`src/rtl/ula_issue_if.sv`:
```
// ula_issue_if: instruction handshake, ULA operand/result, retire status and debug-read
// signals of the issue/writeback controller.
interface ula_issue_if;
    logic        in_valid;
    logic        in_ready;
    logic [13:0] instr;
    logic [3:0]  ula_op1;
    logic [3:0]  ula_op2;
    logic [3:0]  ula_opcode;
    logic [7:0]  ula_result;
    logic        done;
    logic [7:0]  wb_data;
    logic        flag_zero;
    logic        flag_hi;
    logic        flag_div0;
    logic [1:0]  dbg_addr;
    logic [3:0]  dbg_data;

    modport slave (
        input  in_valid, instr, ula_result, dbg_addr,
        output in_ready, ula_op1, ula_op2, ula_opcode, done, wb_data,
               flag_zero, flag_hi, flag_div0, dbg_data
    );

    modport master (
        output in_valid, instr, ula_result, dbg_addr,
        input  in_ready, ula_op1, ula_op2, ula_opcode, done, wb_data,
               flag_zero, flag_hi, flag_div0, dbg_data
    );
endinterface

```
`src/rtl/ula_issue.sv`:
```
// ula_issue: accepts one instruction, drives the external combinational ULA, then writes
// the low result nibble back to rd and the high nibble to HI (IDLE -> EXEC -> WB).
module ula_issue #(
    parameter int         NUM_REGS  = 4,
    parameter logic [3:0] RESET_VAL = 4'h0,
    parameter logic [3:0] ULA_DIV   = 4'h3
) (
    input logic        clock,
    input logic        reset,
    ula_issue_if.slave bus
);
    localparam int AW = $clog2(NUM_REGS);

    typedef enum logic [1:0] {IDLE, EXEC, WB} state_t;

    state_t                   state_q, state_d;
    logic [NUM_REGS-1:0][3:0] regs_q, regs_d;
    logic [3:0]               hi_q, hi_d, op1_q, op1_d, op2_q, op2_d, opc_q, opc_d;
    logic [AW-1:0]            rd_q, rd_d;
    logic [7:0]               res_q, res_d, wb_q, wb_d;
    logic                     fz_q, fz_d, fh_q, fh_d, fd_q, fd_d;
    logic                     accept, div0, unused_bits;

    always_ff @(posedge clock or posedge reset) begin
        if (reset) begin
            state_q <= IDLE;
            regs_q  <= {NUM_REGS{RESET_VAL}};
            hi_q    <= RESET_VAL;
            op1_q   <= '0;
            op2_q   <= '0;
            opc_q   <= '0;
            rd_q    <= '0;
            res_q   <= '0;
            wb_q    <= '0;
            fz_q    <= 1'b0;
            fh_q    <= 1'b0;
            fd_q    <= 1'b0;
        end else begin
            state_q <= state_d;
            regs_q  <= regs_d;
            hi_q    <= hi_d;
            op1_q   <= op1_d;
            op2_q   <= op2_d;
            opc_q   <= opc_d;
            rd_q    <= rd_d;
            res_q   <= res_d;
            wb_q    <= wb_d;
            fz_q    <= fz_d;
            fh_q    <= fh_d;
            fd_q    <= fd_d;
        end
    end

    always_comb begin
        state_d = state_q == IDLE ? (bus.in_valid ? EXEC : IDLE) :
                  state_q == EXEC ? WB : IDLE;
    end

    always_comb begin
        bus.in_ready = state_q == IDLE;
        bus.done     = state_q == WB;
        accept       = bus.in_ready && bus.in_valid;
    end

    // Operands are captured at accept, so rd aliasing rs1/rs2 sees the pre-write value.
    always_comb begin
        rd_d   = accept ? bus.instr[8 +: AW] : rd_q;
        op1_d  = accept ? regs_q[bus.instr[6 +: AW]] : op1_q;
        op2_d  = accept ? (bus.instr[5] ? bus.instr[3:0] : regs_q[bus.instr[0 +: AW]]) : op2_q;
        opc_d  = accept ? bus.instr[13:10] : opc_q;
        res_d  = state_q == EXEC ? bus.ula_result : res_q;
        div0   = opc_q == ULA_DIV && op2_q == 4'h0;
        regs_d = regs_q;
        hi_d   = hi_q;
        wb_d   = wb_q;
        fz_d   = fz_q;
        fh_d   = fh_q;
        fd_d   = fd_q;
        if (bus.done) begin
            regs_d[rd_q] = div0 ? regs_q[rd_q] : res_q[3:0];
            hi_d         = div0 ? hi_q : res_q[7:4];
            wb_d         = div0 ? 8'h00 : res_q;
            fz_d         = !div0 && res_q == 8'h00;
            fh_d         = !div0 && res_q[7:4] != 4'h0;
            fd_d         = div0;
        end
    end

    // HI has no read port; it and the reserved instruction bit are deliberately unobserved.
    assign unused_bits    = ^{hi_q, bus.instr[4]};
    assign bus.ula_op1    = op1_q;
    assign bus.ula_op2    = op2_q;
    assign bus.ula_opcode = opc_q;
    assign bus.wb_data    = wb_q;
    assign bus.flag_zero  = fz_q;
    assign bus.flag_hi    = fh_q;
    assign bus.flag_div0  = fd_q;
    assign bus.dbg_data   = regs_q[bus.dbg_addr];
endmodule

```
`src/flat_wrapper.sv`:
```
// flat-port wrapper written by rule: the top's interface ports become plain ports
module ula_issue_flat 
#(
    parameter int         NUM_REGS  = 4,
    parameter logic [3:0] RESET_VAL = 4'h0,
    parameter logic [3:0] ULA_DIV   = 4'h3
)
  (clock, reset, bus_in_valid, bus_instr, bus_ula_result, bus_dbg_addr, bus_in_ready, bus_ula_op1, bus_ula_op2, bus_ula_opcode, bus_done, bus_wb_data, bus_flag_zero, bus_flag_hi, bus_flag_div0, bus_dbg_data);
  ula_issue_if bus_i ();
  input logic clock;
  input logic reset;
  input wire logic [$bits(bus_i.in_valid)-1:0] bus_in_valid;
  input wire logic [$bits(bus_i.instr)-1:0] bus_instr;
  input wire logic [$bits(bus_i.ula_result)-1:0] bus_ula_result;
  input wire logic [$bits(bus_i.dbg_addr)-1:0] bus_dbg_addr;
  output wire logic [$bits(bus_i.in_ready)-1:0] bus_in_ready;
  output wire logic [$bits(bus_i.ula_op1)-1:0] bus_ula_op1;
  output wire logic [$bits(bus_i.ula_op2)-1:0] bus_ula_op2;
  output wire logic [$bits(bus_i.ula_opcode)-1:0] bus_ula_opcode;
  output wire logic [$bits(bus_i.done)-1:0] bus_done;
  output wire logic [$bits(bus_i.wb_data)-1:0] bus_wb_data;
  output wire logic [$bits(bus_i.flag_zero)-1:0] bus_flag_zero;
  output wire logic [$bits(bus_i.flag_hi)-1:0] bus_flag_hi;
  output wire logic [$bits(bus_i.flag_div0)-1:0] bus_flag_div0;
  output wire logic [$bits(bus_i.dbg_data)-1:0] bus_dbg_data;
  assign bus_i.in_valid = bus_in_valid;
  assign bus_i.instr = bus_instr;
  assign bus_i.ula_result = bus_ula_result;
  assign bus_i.dbg_addr = bus_dbg_addr;
  assign bus_in_ready = bus_i.in_ready;
  assign bus_ula_op1 = bus_i.ula_op1;
  assign bus_ula_op2 = bus_i.ula_op2;
  assign bus_ula_opcode = bus_i.ula_opcode;
  assign bus_done = bus_i.done;
  assign bus_wb_data = bus_i.wb_data;
  assign bus_flag_zero = bus_i.flag_zero;
  assign bus_flag_hi = bus_i.flag_hi;
  assign bus_flag_div0 = bus_i.flag_div0;
  assign bus_dbg_data = bus_i.dbg_data;
  ula_issue #(.NUM_REGS(NUM_REGS), .RESET_VAL(RESET_VAL), .ULA_DIV(ULA_DIV)) u_core (.clock(clock), .reset(reset), .bus(bus_i));
endmodule
```
`config.mk`:
```
export PLATFORM = sky130hd
export DESIGN_NAME = ula_issue_flat
export DESIGN_NICKNAME = d
export VERILOG_FILES = /design/src/rtl/ula_issue_if.sv /design/src/rtl/ula_issue.sv /design/src/flat_wrapper.sv
export SDC_FILE = /design/constraint.sdc
export NUM_CORES = 1
export LEC_CHECK = 0
export CAP_MARGIN = 15
export CORE_MARGIN = 4
export CORE_UTILIZATION = 54
export DETAILED_ROUTE_END_ITERATION = 10
export GPL_ROUTABILITY_DRIVEN = 0
export PLACE_DENSITY = 0.85
export SYNTH_ARGS = -nofsm -noshare
export SYNTH_HDL_FRONTEND = slang
export SYNTH_SLANG_ARGS = --single-unit
```
`constraint.sdc`:
```
create_clock -name clock -period 4.9 [get_ports clock]
set_clock_uncertainty 0.1 [all_clocks]
set_input_delay 0.98 -clock clock [delete_from_list [all_inputs] [get_ports clock]]
set_output_delay 0.98 -clock clock [all_outputs]
set_load 0.005 [all_outputs]
```
==> results.yml, run 1 <==
outcome:
  outcome: "complete, no violations"
timing:
  fin_tns_setup_ns: 0
  max_freq_ghz: 0.272
  min_period_over_period: 0.749
  hold_viol: 0
  max_slew_margin: 0.217
  rsz0062_at_grt: "false"
  setup_viol: 0
  worst_pin_slew_ns: 1.16
  slew_violations: 0
  min_period_ns: 3.67
pwr:
  leakage_nw: 1.23
  ir_drop_uv: 290
  p_per_area_nw_per_um2: 521
synthesis:
  synth_most_common_cell: "dfrtp_1"
  synth.top_cell.area_share: 0.518
  synthTopCellsByCount: "dfrtp_1 (51), mux2_2 (26), nor2_1 (22)"
  synth_area_per_cell_um2: 12.4
  ys_ff_latch: 51
  synth_ff_type: "dfrtp_1"
  synth_area_um2: 2460
  syn_nets: 226
  ys_seq_area_frac: 0.518
  yosysWarnings: 0
  synthTopCellsByArea: "dfrtp_1 (52%), mux2_2 (12%), mux4_2 (11%)"
  synthDistinctLibCells: 34
  netlist_instances: 199
  synth_edf_count: 0
  yosysTopAreaCell: "dfrtp_1"
  async_flop_share: 1.00
global_route:
  grt_max_degree: 52
  antenna_found_initial: 0
  overflow: 0
  grt_usage: 0.202
  grt_pass1_vias: 1752
  grt_pass1_wl_um: 8530
clock_tree:
  cts_hold_repair.buffers: 0
  post_cts_buffers: 0
  ctsLongestPathBuffers: 2
  htreeDepth: 2
  post_cts_resize_count: 0
  cts_made_buffers: 5
  clkLatencyLatePin_ns: 0.30
  cts_tree: "done"
  clock_sinks: 51
  cts_root_buf: "clkbuf_8"
  clk_pin_slew_ns: 0.08
worst_setup_path:
  critPathArrivalTime_ns: 2.59
  path_common_cell: "clkdlybuf4s50_1"
  worst-path-max-fanout: 4
  slowest_delay_ns: 0.62
  cp-end-kind: "output pin"
  critPathTopFamily: "buffers and inverters"
  crit_chain: "clkdlybuf4s50_1, mux4_2, clkdlybuf4s50_1"
  critPathRequiredTime_ns: 3.82
  start_kind: "primary input"
  critPathBufInv: 2
  worstSetupPathType: "in -> out"
  crit_slowest_cell: "clkdlybuf4s50_1"
detailed_routing:
  dr.pass1.iters: 4
  drt_iter0_drc: 49
  ant_nets: 0
  viasPerCell: 5.97
  routedWlPerCell_um: 17.8
  drc_errors: 0
  num_vias: 1816
  wl_um: 5420
min_path:
  hp-class: "reg -> reg"
placement:
  dp_hpwl_um: 3970
  port_buffers: 54
  dp.cells: 295
floorplanning:
  core-area_um2: 4380
  num_rows: 24
  initial_core_util: 0.562
  die_w_um: 75.5
  ios: 56
  die_area_um2: 5710
  die_y_um: 75.5
final_layout:
  diodes: 0
  area_growth_pct: 27.7
  drive_gt1_frac: 0.234
  stdcell_count: 304
  num-nets-final: 279
flow_run:
  drv_cap: 0
==> worst register-to-register path: cells and delay by family, from the launching register on <==
kind / cells / cell delay, ns
flops: 1 / 0.57
simple gates: 1 / 0.96
compound gates: 1 / 0.18
==> through the flow <==
stage	utilization	power (W)	setup WS, ns	cell area, um2	hold slack, ns
after global placement	0.690	0.00137	1.24	3030	0.367
after detailed placement	0.690	0.00140	1.21	3030	0.380
after CTS	0.710	0.00165	1.21	3110	0.400
final	0.718	0.00164	1.23	3150	0.398
after floorplan	-	0.00109	2.36	2460	0.367
after global routing	0.718	0.00174	1.15	3150	0.432
==> registers in the layout, summed over array words and instances, names as in the netlist <==
register,count
u_core.bus.flag_zero,1
u_core.bus.ula_opcode,4
u_core.res_q,8
u_core.bus.wb_data,8
u_core.rd_q,2
u_core.bus.ula_op2,4
u_core.bus.flag_hi,1
u_core.bus.flag_div0,1
u_core.regs_q,16
u_core.bus.ula_op1,4
u_core.state_q,2
==> layout make-up <==
type	count	area, um2
tap	52	65.1
timing repair buffer	57	581
fill	306	1240
sequential	51	1280
multi-input combinational	135	1130
inverter	2	7.51
clock buffer	6	82.6
clock inverter	1	5.00
==> worst paths after layout <==
kind                                                        start                              endpoint  slack [ns]  depth (start not counted)
worst max-delay path                              bus_dbg_addr[0]                       bus_dbg_data[2]        1.23                          3
worst min-delay path            u_core.bus.wb_data[4]$_DFFE_PP0P_     u_core.bus.wb_data[4]$_DFFE_PP0P_        0.40                          2
worst max register to register         u_core.rd_q[0]$_DFFE_PP0P_          u_core.regs_q[6]$_DFFE_PP0P_        2.93                          2
worst min register to register  u_core.bus.wb_data[4]$_DFFE_PP0P_     u_core.bus.wb_data[4]$_DFFE_PP0P_        0.40                          2
max in group asynchronous                                   reset  u_core.bus.ula_opcode[1]$_DFFE_PP0P_        3.23                          3
min in group asynchronous                                   reset     u_core.bus.ula_op1[3]$_DFFE_PP0P_        0.95                          2
==> routing by layer <==
metal	track usage	vias to the layer above	routed length [um]
li1	-	858	-
met1	0.266	877	2290
met2	0.327	72	2650
met3	0.0488	9	385
met4	0.0777	0	97
met5	0	-	0
==> report_power, final <==
group	internal [W]	total, W	leakage, nW	switching [W]
logic	0.000416	0.000626	0.581	0.000210
clock network	0.000111	0.000240	0.0470	0.000129
registers	0.000590	0.000774	0.599	0.000183
total	0.00112	0.00164	1.23	0.000523
==> cell usage in the layout (no fill, tap or decap) <==
| cell | Yosys | layout |
|---|---|---|
| nor2b_1 | 2 | 2 |
| clkinv_1 | 1 | 1 |
| and4bb_2 | 1 | 1 |
| nand2b_2 | 1 | 1 |
| inv_2 | 0 | 1 |
| nor2_1 | 22 | 22 |
| a222oi_1 | 2 | 2 |
| nand4bb_1 | 1 | 1 |
| or3_1 | 1 | 1 |
| buf_4 | 2 | 1 |
| a31oi_1 | 18 | 18 |
| a21oi_1 | 2 | 2 |
| mux4_2 | 12 | 12 |
| o41ai_1 | 1 | 1 |
| nor4bb_1 | 2 | 2 |
| o21ai_1 | 3 | 3 |
| buf_16 | 0 | 1 |
| clkdlybuf4s50_1 | 0 | 54 |
| mux2i_1 | 1 | 1 |
| or4_4 | 1 | 1 |
| o21ai_0 | 8 | 8 |
| nand3_1 | 4 | 4 |
| o21ai_2 | 4 | 4 |
| nor4_1 | 1 | 1 |
| clkinv_2 | 0 | 1 |
| nor2_4 | 1 | 1 |
| clkbuf_2 | 1 | 1 |
| nor4b_2 | 1 | 1 |
| dfrtp_1 | 51 | 51 |
| and4b_1 | 1 | 1 |
| mux2_2 | 26 | 26 |
| nand2_1 | 16 | 16 |
| nor3b_2 | 0 | 1 |
| clkbuf_8 | 0 | 6 |
| or4_1 | 2 | 2 |
==> logic make-up after synthesis <==
group / Yosys count / synth area share
flops: 51 / 0.518
mux: 39 / 0.233
simple gates: 58 / 0.126
compound gates: 38 / 0.0980
buf+inv: 13 / 0.0254
Note: power is estimated with default switching activity, not from simulation.
==> inputs of run 2 (changes only) <==
Settings changed: CORE_UTILIZATION 54 to 45, PLACE_DENSITY 0.85 to 0.76.
Clock period 4.9 ns to 3.2 ns, I/O delays scaled along.
==> results.yml, run 2 (same netlist as run 1, synthesis figures left out) <==
global_route:
  overflow: 0
  antenna_found_initial: 0
  grt_usage: 0.174
  grt_max_degree: 21
  grt_pass1_vias: 1786
  grt_pass1_wl_um: 8870
detailed_routing:
  wl_um: 5500
  top_layer_used: "met4"
  drc_errors: 0
  drt_iter0_drc: 181
  route.met3.wl_um: 346
  viasPerCell: 5.48
  num_vias: 1782
  wl_met2_um: 2710
  wl_met1_um: 2410
  dr.pass1.iters: 4
  routedWlPerCell_um: 16.9
  ant_nets: 0
final_layout:
  regArea_um2: 1280
  regMostFlops: "u_core.regs_q"
  fillers: 438
  drive_gt1_frac: 0.239
  multi_input_area_um2: 1130
  layout_common_cells: "clkdlybuf4s50_1 (54), dfrtp_1 (51), mux2_2 (26), nor2_1 (22), a31oi_1 (18)"
  final_common_cell: "clkdlybuf4s50_1"
  diodes: 0
  area_growth_pct: 28.6
  largest_reg_flops: 16
  num-nets-final: 281
worst_setup_path:
  r2r_cells: 3
  critPathTopFamily: "buffers and inverters"
  path_common_cell: "clkdlybuf4s50_1"
  start_kind: "primary input"
  cp_num_cells: 3
  r2r_end: "u_core.regs_q[3]$_DFFE_PP0P_"
  slowest_delay_ns: 0.61
  worst-path-max-fanout: 4
  r2r_setup_slack_ns: 1.43
  critPathArrivalTime_ns: 2.27
  critPathRequiredTime_ns: 2.46
  timing.rr.start: "u_core.bus.ula_opcode[3]$_DFFE_PP0P_"
  critPathBufInv: 2
  worstSetupPathType: "in -> out"
  crit_slowest_cell: "clkdlybuf4s50_1"
  crit_path_end: "bus_dbg_data[0]"
  cp-end-kind: "output pin"
  cp-startpoint: "bus_dbg_addr[0]"
  crit_chain: "clkdlybuf4s50_1, mux4_2, clkdlybuf4s50_1"
timing:
  max_slew_margin: 0.512
  setup_viol: 0
  max_freq_ghz: 0.332
  fin_ws_ns: 0.192
  fin_tns_setup_ns: 0
  rsz0062_at_grt: "false"
  slew_violations: 0
  min_period_ns: 3.01
  hold_viol: 0
  min_period_over_period: 0.940
  worst_pin_slew_ns: 0.730
clock_tree:
  clkLatencyLatePin_ns: 0.30
  clk_pin_slew_ns: 0.10
  cts_made_buffers: 5
  clock_sinks: 51
  cts_hold_repair.buffers: 0
  htreeDepth: 2
  ctsLongestPathBuffers: 2
  post_cts_buffers: 0
  cts_tree: "done"
  post_cts_resize_count: 0
  cts_root_buf: "clkbuf_8"
placement:
  pre_cts_ws_ns: 0.178
  port_buffers: 54
  dp_hpwl_um: 4160
floorplanning:
  ios: 56
  initial_core_util: 0.473
  die_y_um: 82.0
  die_area_um2: 6720
  die_w_um: 82.0
  num_rows: 26
  core-area_um2: 5200
outcome:
  outcome: "complete, no violations"
pwr:
  ir_drop_uv: 415
  leakage_nw: 1.23
  p_per_area_nw_per_um2: 798
flow_run:
  drv_cap: 0
min_path:
  hp-class: "reg -> reg"
==> run 2: metal layers <==
metal / vias up / global-route usage
met4: 0 / 0.0565
met5: - / 0
met2: 63 / 0.283
li1: 854 / -
met3: 5 / 0.0263
met1: 860 / 0.240
==> run 2: area by class of cell <==
| class | count | area share |
|---|---|---|
| Clock buffer | 6 | 0.0229 |
| Clock inverter | 2 | 0.00513 |
| Inverter | 2 | 0.00237 |
| Multi-Input combinational cell | 135 | 0.357 |
| Sequential cell | 51 | 0.403 |
| Tap cell | 70 | 0.0276 |
| Timing Repair Buffer | 59 | 0.182 |
==> run 2: where the power goes <==
part	internal (W)	total, W	switching, W
Clock	0.000158	0.000378	0.000221
Combinational	0.000636	0.000958	0.000322
Sequential	0.000903	0.00119	0.000288
==> run 2: worst min-delay path by stage <==
stage / from / to / slack, ns / depth (start not counted)
floorplan: u_core.bus.flag_zero$_DFFE_PP0P_ / u_core.bus.flag_zero$_DFFE_PP0P_ / 0.37 / 2
global placement: u_core.bus.wb_data[5]$_DFFE_PP0P_ / u_core.bus.wb_data[5]$_DFFE_PP0P_ / 0.36 / 2
detailed placement: u_core.bus.wb_data[7]$_DFFE_PP0P_ / u_core.bus.wb_data[7]$_DFFE_PP0P_ / 0.38 / 2
CTS: u_core.bus.wb_data[7]$_DFFE_PP0P_ / u_core.bus.wb_data[7]$_DFFE_PP0P_ / 0.40 / 2
global route: u_core.bus.wb_data[7]$_DFFE_PP0P_ / u_core.bus.wb_data[7]$_DFFE_PP0P_ / 0.44 / 2
finish: u_core.bus.wb_data[7]$_DFFE_PP0P_ / u_core.bus.wb_data[7]$_DFFE_PP0P_ / 0.39 / 2
==> run 2: tightest hold or removal path, delay by kind of cell, from the launching register on <==
family / cells / cell delay [ns]
DFF: 1 / 0.36
AOI/OAI and AO/OA: 1 / 0.06
and+or+nand+nor: 1 / 0.05
==> run 2: per-stage QoR <==
step / hold WS [ns] / cell area [um2] / utilization / cells / power [W]
5_1_grt: 0.435 / 3170 / 0.609 / 325 / 0.00270
3_5_place_dp: 0.378 / 3080 / 0.592 / 317 / 0.00217
4_1_cts: 0.399 / 3170 / 0.609 / 325 / 0.00255
2_1_floorplan: 0.367 / 2460 / - / 199 / 0.00166
3_3_place_gp: 0.365 / 3080 / 0.592 / 317 / 0.00214
6_report: 0.392 / 3170 / 0.609 / 325 / 0.00253
==> RTL edit 1 (flow settings as in run 2) <==
`NUM_REGS` is set to 4 in 2 places; all go to 8.
--- a/src/rtl/ula_issue.sv
+++ b/src/rtl/ula_issue.sv
@@ -3,3 +3,3 @@
 module ula_issue #(
-    parameter int         NUM_REGS  = 4,
+    parameter int         NUM_REGS  = 8,
     parameter logic [3:0] RESET_VAL = 4'h0,
--- a/src/flat_wrapper.sv
+++ b/src/flat_wrapper.sv
@@ -3,3 +3,3 @@
 #(
-    parameter int         NUM_REGS  = 4,
+    parameter int         NUM_REGS  = 8,
     parameter logic [3:0] RESET_VAL = 4'h0,
Behaviour: not the same (Yosys sat finds a counterexample within 4 cycles, from zero or initial values and one cycle with reset high).
==> RTL edit 1 against run 2 <==
  * Sequential cell count is 16 higher
  * Global-route usage rose by 2.5 points
  * Routed wire length grew 45%
  * Clock power grew 88%
  * Critical path depth stayed put
  * Hold slack worse by 13 ps
  * Synthesized area is 36% higher
  * Sequential share of layout area fell by 0.10 points
  * Largest power group unchanged
  * Largest cell class unchanged
  * Final area grew 32%
  * Setup slack got worse by 28 ps
  * Total power up 38%
  * Fmax decreased by 0.91%
  * Register-to-register slack worse by 330 ps
  * Die area increased by 32%
==> RTL edit 1: results (changes against run 2) <==
status: "finished clean"  # unchanged
synth_area_leaders: "dfrtp_1 50%, mux4_2 15%, mux2_2 9.7%, nand2_1 4.7%, mux2i_1 2.7%"  # was dfrtp_1 52%, mux2_2 12%, mux4_2 11%, a31oi_1 4.6%, nor2_1 3.4%
grt_max_degree: 43  # was 21
largest_reg_flops: 32  # was 16
drt-total-wl_mm: 7.99  # was 5.50 mm
drtIter0Drc: 246  # was 181
yosysSeqAreaShare: 0.499  # was 0.518
avgSynthCellArea_um2: 12.3  # was 12.4 um2
arrival_ps: 2300  # was 2270 ps
top_register: "u_core.regs_q"  # unchanged
ys_warn_count: 0  # unchanged
p_leak_nw: 1.78  # was 1.23 nW
synth_nets: 300  # was 226
place_ws_ps: 174  # was 178 ps
vdd_drop_max_mv: 0.384  # was 0.415 mV
fill_cells: 625  # was 438
synth.distinct_cells: 35  # was 34
placed_area_um2: 3980  # was 3080 um2
numCtsBuffers: 9  # was 5
numPlacedInstances: 413  # was 317
clk_pin_slew_ps: 70  # was 100 ps
num_vias: 2411  # was 1,782
wl_per_cell_um: 18.7  # was 16.9 um
fin_nets: 352  # was 281
grtUsageTotal: 0.199  # was 0.174
slew_headroom: 0.465  # was 0.512
dpl.hpwl_mm: 5.90  # was 4.16 mm
htreeDepth: 3  # was 2
drive_above_1_share: 0.243  # was 0.239
synth_common_cells: "67 x dfrtp_1, 42 x nand2_1, 29 x mux2_2"  # was 51 x dfrtp_1, 26 x mux2_2, 22 x nor2_1
clkLatencyLatePin_ps: 350  # was 300 ps
grt_pass1_wl_mm: 13.0  # was 8.87 mm
==> RTL edit 1: cell types whose count changed in the layout (fill, tap and decap cells not counted), moves of 8 or more <==
cell	delta
nand2_1	+26
a31oi_1	-18
dfrtp_1	+16
a21oi_1	+15
mux4_2	+11
mux2i_1	+8
==> RTL edit 1: kinds of logic (layout without fill, tap and decap cells) <==
group / count (synthesis) / after routing / synth area share
AOI/OAI and AO/OA: 40 / 40 / 0.0690
DFF: 67 / 67 / 0.499
buffers and inverters: 21 / 77 / 0.0298
and+or+nand+nor: 84 / 84 / 0.123
muxes: 61 / 61 / 0.278
==> RTL edit 1: metrics by stage <==
| step | total power, W | util |
|---|---|---|
| finish | 0.00348 | 0.575 |
| global route | 0.00370 | 0.575 |
| CTS | 0.00351 | 0.575 |
| detailed placement | 0.00279 | 0.549 |
| global placement | 0.00273 | 0.549 |
| floorplan | 0.00222 | - |
==> RTL edit 1: path summary, 6_finish.rpt <==
path / start / to / slack [ps] / depth (start not counted)
worst max-delay path: bus_dbg_addr[0] / bus_dbg_data[3] / 160 / 3
worst min-delay path: u_core.bus.flag_div0 / u_core.bus.flag_div0 / 380 / 2
worst max register to register: u_core.rd_q[0] / u_core.regs_q[26] / 1100 / 4
worst min register to register: u_core.bus.flag_div0 / u_core.bus.flag_div0 / 380 / 2
max in group asynchronous: reset / u_core.regs_q[31] / 1820 / 3
min in group asynchronous: reset / u_core.bus.wb_data[2] / 560 / 2
==> RTL edit 1: per-layer routing <==
| layer | track usage | routed length [um] |
|---|---|---|
| met2 | 0.301 | 3740 |
| met3 | 0.0454 | 427 |
| met1 | 0.275 | 3630 |
| met5 | 0 | 0 |
| met4 | 0.0927 | 187 |
==> RTL edit 1: report_power, final <==
part	total [W]	leakage [nW]	internal [W]	switching, W
clock network	0.000710	0.0995	0.000398	0.000312
logic	0.00120	0.850	0.000775	0.000421
registers	0.00158	0.826	0.00120	0.000380
total	0.00348	1.78	0.00237	0.00111
==> RTL edit 1: final cells by class <==
class	count	share of cell area
clock buffers	13	0.0381
repair buffers	58	0.140
multi-input cells	185	0.379
well taps	99	0.0297
clock inverters	2	0.00840
flip-flops and latches	67	0.402
inverters	4	0.00360
==> RTL edit 1: worst reg2reg max path: cells and delay by family, from the launching register on <==
family,cells,cell delay [ps]
flops,1,740
mux,2,710
compound gates,2,440
==> RTL edit 2 (config.mk and constraints of run 2) <==
Without the edit above. The 3 states of `state_t` get a one-hot encoding in 3 bits.
--- a/src/rtl/ula_issue.sv
+++ b/src/rtl/ula_issue.sv
@@ -13,3 +13,3 @@
 
-    typedef enum logic [1:0] {IDLE, EXEC, WB} state_t;
+    typedef enum logic [2:0] {IDLE = 3'b001, EXEC = 3'b010, WB = 3'b100} state_t;
 
Behaviour: same outputs for any inputs over 10 cycles, from zero or initial values and one cycle with reset high; not proved beyond that.
==> RTL edit 2 against run 2 <==
  * Total power rose by 0.27%
  * Setup slack improved by 71 ps
  * Routed wire length fell by 5.5%
  * Critical path depth did not move
  * Via count fell by 9.8%
  * Final area fell by 0.43%
  * Non-clock buffer count fell by 1
  * Sequential cell count rose by 1
  * Synthesized area fell by 0.71%
  * Die area fell by 0.65%
  * Largest power group unchanged
==> RTL edit 2: results (changes against run 2) <==
ff2ff_path_depth: 4  # was 3
grt_use_met1: 0.239  # was 0.240
grt_max_degree: 23  # was 21
wl_per_cell_um: 17.1  # was 16.9 um
reg2reg_setup_slack_ps: 1060  # was 1430 ps
grtUsageMet3: 0.0208  # was 0.0263
grt_pass1_wl_mm: 8.59  # was 8.87 mm
drive_above_1_share: 0.282  # was 0.239
r2r_end: "u_core.regs_q[9]"  # was u_core.regs_q[3]
avgSynthCellArea_um2: 13.9  # was 12.4 um2
hold_ws_ps: 394  # was 392 ps
synth_nets: 203  # was 226
core_um2: 5170  # was 5200 um2
cpPeakStageDelay_ps: 580  # was 610 ps
clock_buffers: 8  # was 6
status: "finished clean"  # unchanged
p_int_w: 0.00172  # was 0.00170 W
num_vias: 1608  # was 1,782
reg2reg_from: "u_core.state_q[1]"  # was u_core.bus.ula_opcode[3]
gr-usage-met2: 0.271  # was 0.283
place_ws_ps: 248  # was 178 ps
cp-endpoint: "bus_dbg_data[2]"  # was bus_dbg_data[0]
multi_input_area_share: 0.345  # was 0.357
seq_cell_count: 52  # was 51
grtUsageTotal: 0.172  # was 0.174
placed_area_um2: 3060  # was 3080 um2
drt-met1-wl_mm: 2.42  # was 2.41 mm
slew_headroom: 0.576  # was 0.512
vdd_drop_max_mv: 0.310  # was 0.415 mV
numPlacedInstances: 296  # was 317
[RTL edit 2: cell count changes in the layout (fill, tap and decap cells not counted), sizes merged, moves of 3 or more]
cell     delta
nor2       -19
a31oi      -18
mux2       +11
nand2       +6
a2111oi     +4
mux4        -4
nand3       -4
o21ai       -4
mux2i       +3
[RTL edit 2: power by group through the flow]
stage | sequential [W] | combinational (W) | clock, W
floorplan | 0.00115 | 0.000524 | 0
global placement | 0.00122 | 0.000923 | 0
detailed placement | 0.00123 | 0.000944 | 0
CTS | 0.00122 | 0.000947 | 0.000392
global route | 0.00126 | 0.00102 | 0.000418
finish | 0.00122 | 0.000932 | 0.000383
[RTL edit 2: kinds of logic (layout without fill, tap and decap cells)]
kind of cell,Yosys count,after routing,share of synthesized area
flip-flops,52,52,0.532
multiplexers,49,49,0.260
AND/OR/NAND/NOR,39,39,0.0880
AO/OA/AOI/OAI,24,24,0.0967
buffers and inverters,12,70,0.0225
[RTL edit 2: critical path: cells and delay by family]
family   cells  cell delay (ps)
buf+inv      2             1040
mux          1              520
